## src/rtl/comparator_seq.sv

```systemverilog
// comparator_seq: multi-cycle MSB-first magnitude comparator with cascade input and valid/ready handshakes.
module comparator_seq #(
    parameter int WIDTH = 16,
    parameter int DIGIT = 4
) (
    input  logic             clk,
    input  logic             rst_n,
    input  logic             in_valid,
    output logic             in_ready,
    input  logic [WIDTH-1:0] a,
    input  logic [WIDTH-1:0] b,
    input  logic             sgn,
    input  logic             in_l,
    input  logic             in_g,
    input  logic             in_m,
    output logic             out_valid,
    input  logic             out_ready,
    output logic             l,
    output logic             g,
    output logic             m
);
    localparam int NDIG = WIDTH / DIGIT;
    localparam int IW = NDIG > 1 ? $clog2(NDIG) : 1;
    typedef enum logic [1:0] {IDLE, CMP, DONE} state_t;
    state_t state, nxt;
    logic [IW-1:0] idx;
    logic [WIDTH-1:0] a_q, b_q, sbit;
    logic [DIGIT-1:0] da, db;
    logic c_l, c_g, rdy, load, nl, ng, nm;
    logic cas_unused;
    // in_m adds nothing under the l > g > m priority: l=0 and g=0 already means m
    assign cas_unused = in_m;
    // flipping the operand MSB at capture turns a signed compare into an unsigned one
    assign sbit = WIDTH'(sgn) << (WIDTH - 1);
    assign da = a_q[WIDTH-1 -: DIGIT];
    assign db = b_q[WIDTH-1 -: DIGIT];
    assign in_ready = rdy && state == IDLE;
    assign out_valid = state == DONE;
    always_comb begin
        nxt = state;
        load = 1'b0;
        nl = 1'b0;
        ng = 1'b0;
        nm = 1'b0;
        case (state)
            IDLE: nxt = (in_valid && rdy) ? CMP : IDLE;
            CMP: begin
                nl = c_l || (c_g && da > db);
                nm = !c_l && (!c_g || da < db);
                ng = !c_l && c_g && da == db && idx == '0;
                load = nl || nm || ng;
                nxt = load ? DONE : CMP;
            end
            DONE: nxt = out_ready ? IDLE : DONE;
            default: nxt = IDLE;
        endcase
    end
    always_ff @(posedge clk) begin
        if (!rst_n) begin
            state <= IDLE;
            idx <= '0;
            rdy <= 1'b0;
            l <= 1'b0;
            g <= 1'b0;
            m <= 1'b0;
        end else begin
            state <= nxt;
            rdy <= 1'b1;
            if (in_ready && in_valid) begin
                a_q <= a ^ sbit;
                b_q <= b ^ sbit;
                c_l <= in_l;
                c_g <= in_g;
                idx <= IW'(NDIG - 1);
            end else if (state == CMP && !load) begin
                a_q <= a_q << DIGIT;
                b_q <= b_q << DIGIT;
                idx <= idx - 1'b1;
            end
            if (load) {l, g, m} <= {nl, ng, nm};
        end
    end
endmodule
```

## config.mk

```make
export PLATFORM = sky130hd
export DESIGN_NAME = comparator_seq
export DESIGN_NICKNAME = d
export VERILOG_FILES = /design/src/rtl/comparator_seq.sv
export SDC_FILE = /design/constraint.sdc
export NUM_CORES = 1
export LEC_CHECK = 0
export BUFFER_PORTS_ARGS = -buffer_cell sky130_fd_sc_hd__buf_2
export CAP_MARGIN = 25
export CORE_UTILIZATION = 33
export DETAILED_ROUTE_END_ITERATION = 12
export PLACE_DENSITY = 0.57
export SLEW_MARGIN = 20
export SYNTH_ARGS = -nofsm -noshare
export SYNTH_HDL_FRONTEND = slang
export SYNTH_SLANG_ARGS = --single-unit
```

## constraint.sdc

```tcl
create_clock -name clk -period 5.62 [get_ports clk]
set_input_delay 0.843 -clock clk [delete_from_list [all_inputs] [get_ports clk]]
set_output_delay 0.843 -clock clk [all_outputs]
set_load 0.1 [all_outputs]
```

==> run_results.csv <==
group,metric,value,unit
run_status,status,"finished clean",
sta,final.setup.tns,0,ns
clock_tree,htreeDepth,2,
synthesis,syn_inst,138,
synthesis,synth_seq_area_share,61.4,%
worst_setup_path,cp_max_fo,32,
layout,area_delta_synth_final,20.5,%
route,wire_per_inst,12.4,um
sta,rsz0062_at_grt,"false",
sta,finalMaxSlewViolations,0,
place,place_congestion,0.733,
synthesis,ys_seq_elements,42,
clock_tree,insertion_delay,0.29,ns
worst_setup_path,timing.rr.start,"a_q[15]",
worst_setup_path,reg2reg_depth,5,
route,vias,1189,
power,power,653,uW
synthesis,netlist_area,1920,um^2
clock_tree,post_cts.repair.setup_buffers,0,
sta,slew_headroom,41.6,%
power,p_int,509,uW
clock_tree,path_clk_slew,0.08,ns
clock_tree,numCtsBuffers,5,
sta,finalWorstSetupSlack,2.81,ns
layout,final_cell_area,2320,um^2
worst_hold_path,hold_end,"g",
die,die_w,78.4,um
place,numPortBuffers,43,
die,core,5570,um^2
synthesis,synth.most_common_cell,"edfxtp_1",
worst_hold_path,holdCritStartpoint,"g",
power,p_switching,143,uW
power,pwr-share-seq,53.7,%
global_routing,grt_pass1_vias,1272,
power,p_leak,0.872,nW
route,firstDrtPassIters,4,
synthesis,synth_nets,183,
synthesis,synth_top_area_share,53.1,%
sta,finalHoldViolCount,0,
global_routing,grt_start_max_net_pins,40,
place,post_dp_cell_area,2210,um^2
clock_tree,clock_sinks,42,
power,p_per_area,281,nW/um^2
die,die_area,6140,um^2
worst_setup_path,cp-start-kind,"flop",
synthesis,yosysWarnings,0,
worst_setup_path,cp-end-kind,"flop",
route,final_antenna_net_count,0,
worst_setup_path,crit_arrival,2.74,ns
clock_tree,cts_hold_buf,0,
global_routing,grt_antenna_before_repair,0,
global_routing,track_usage,12.0,%
power,clkPwrFrac,36.5,%
sta,period_share,50.0,%
layout,drive_above_1_share,44.0,%
worst_setup_path,critical_path_required,5.55,ns
die,die_y,78.4,um
layout,nNetsFinal,228,
clock_tree,cts_tree,"yes",
sta,worstMarginPinSlew,0.875,ns
run,drv_cap,0,
die,initial_core_util,34.5,%
die,num_rows,27,
layout,nFillCells,532,
route,wl,3190,um
synthesis,synth_top_cell_by_area,"edfxtp_1",
place,place_ws,2.47,ns
global_routing,grt_pass1_wl,5480,um
route,drt-initial-drc-count,42,
power,p_sw_share,22.0,%
route,viasPerCell,4.64,
clock_tree,root_buffer,"clkbuf_8",
place,dp_hpwl,2160,um
worst_hold_path,hold-path-cell-count,2,
route,drc,0,
die,pin_count,45,
synthesis,synth-main-ff-cell,"edfxtp_1",
sta,finClkSkew,0.00280,ns
worst_setup_path,r2r_setup_slack,2.81,ns
synthesis,synthArstFlopShare,0,%
worst_setup_path,crit_path_start,"a_q[15]",
layout,diodes,0,
sta,finalCriticalPeriod,2.81,ns
sta,setup_violations,0,
clock_tree,cts_resized,0,
power,pwr-share-comb,9.7,%
worst_hold_path,hp-class,"flop to flop",
worst_setup_path,r2r-end,"a_q[11]",
global_routing,overflow,0,
synthesis,syn_area_per_cell,13.9,um^2
synthesis,synth_edf_count,34,
synthesis,synth_cell_types,32,
sta,max_freq,356,MHz
worst_setup_path,crit_type,"flop to flop",
clock_tree,clock_path_buffers,2,
synthesis,synth_commonest_cells,"34 x edfxtp_1, 22 x mux2_2, 11 x and2_1",
synthesis,netlist_top_cells_area,"edfxtp_1 53%, mux2_2 13%, dfxtp_1 8.3%, and2_1 3.6%, ha_1 3.3%",
power,ir_drop,0.123,mV
==> cell type report <==
class	count	area, um^2	share of cell area [%]
inverter	8	30.0	1.29
timing repair buffer	43	215	9.28
sequential	42	1180	50.9
clock inverter	2	37.5	1.62
tap	72	90.1	3.88
clock buffer	6	72.6	3.13
multi-input combinational	83	693	29.9
==> per-stage QoR <==
stage               instances  hold WS (ns)  utilization [%]
floorplan                 138         0.525                -
global route              256         0.505             41.6
CTS                       256         0.466             41.6
detailed placement        248         0.456             39.6
global placement          248         0.444             39.6
finish                    256         0.462             41.6
==> cells in the final DEF, fill, tap and decap left out, types with 2 or more instances in the layout <==
cell type,instances
buf_2,43
edfxtp_1,34
mux2_2,22
and2_1,11
inv_1,8
dfxtp_1,8
o21ai_0,6
a21oi_1,5
ha_1,5
clkbuf_8,5
nor2b_1,4
nor2_1,4
nand4_1,3
nand2b_1,2
xnor2_1,2
nand2_1,2
nor3_1,2
==> worst max-delay path: stages (launching register included) <==
cell	delay [ns]
edfxtp_1	0.38
ha_1	0.34
nand4_1	0.20
a311oi_4	0.55
a21oi_1	0.22
nor2b_4	0.75
==> per-layer routing <==
| layer | wire, um | vias to the layer above | GRT usage [%] |
|---|---|---|---|
| met3 | 259 | 10 | 5.47 |
| met4 | 95 | 0 | 7.22 |
| met2 | 1530 | 35 | 20.7 |
| met1 | 1300 | 550 | 11.7 |
| li1 | - | 594 | - |
| met5 | 0 | - | 0 |
==> registers in the layout, summed over array words and instances, names as in the netlist <==
| name | cells |
|---|---|
| c_g | 1 |
| c_l | 1 |
| state | 2 |
| idx | 2 |
| m | 1 |
| l | 1 |
| b_q | 16 |
| rdy | 1 |
| a_q | 16 |
| g | 1 |
==> cell families (layout without fill, tap and decap cells) <==
| family | after synthesis | after routing | synth area share (%) |
|---|---|---|---|
| xor+xnor | 2 | 2 | 0.910 |
| fa+ha+maj | 5 | 5 | 3.25 |
| simple gates | 36 | 36 | 11.6 |
| buf+inv | 13 | 59 | 2.99 |
| compound gates | 18 | 18 | 7.02 |
| mux | 22 | 22 | 12.9 |
| flops | 42 | 42 | 61.4 |
==> power groups by stage <==
stage / Sequential [mW] / Combinational, mW / Clock [mW]
finish: 0.351 / 0.0636 / 0.239
global placement: 0.357 / 0.0629 / 0
global route: 0.352 / 0.0701 / 0.257
floorplan: 0.361 / 0.0409 / 0
CTS: 0.351 / 0.0648 / 0.247
detailed placement: 0.358 / 0.0644 / 0
==> worst max path at each step <==
stage | endpoint | cells after the start | slack [ns]
floorplan | in_ready | 1 | 2.25
global placement | a_q[10] | 4 | 2.53
detailed placement | a_q[5] | 4 | 2.47
CTS | a_q[11] | 5 | 2.78
global route | a_q[11] | 5 | 2.61
finish | a_q[11] | 5 | 2.81
No activity file was read; power rests on OpenSTA's default activity.
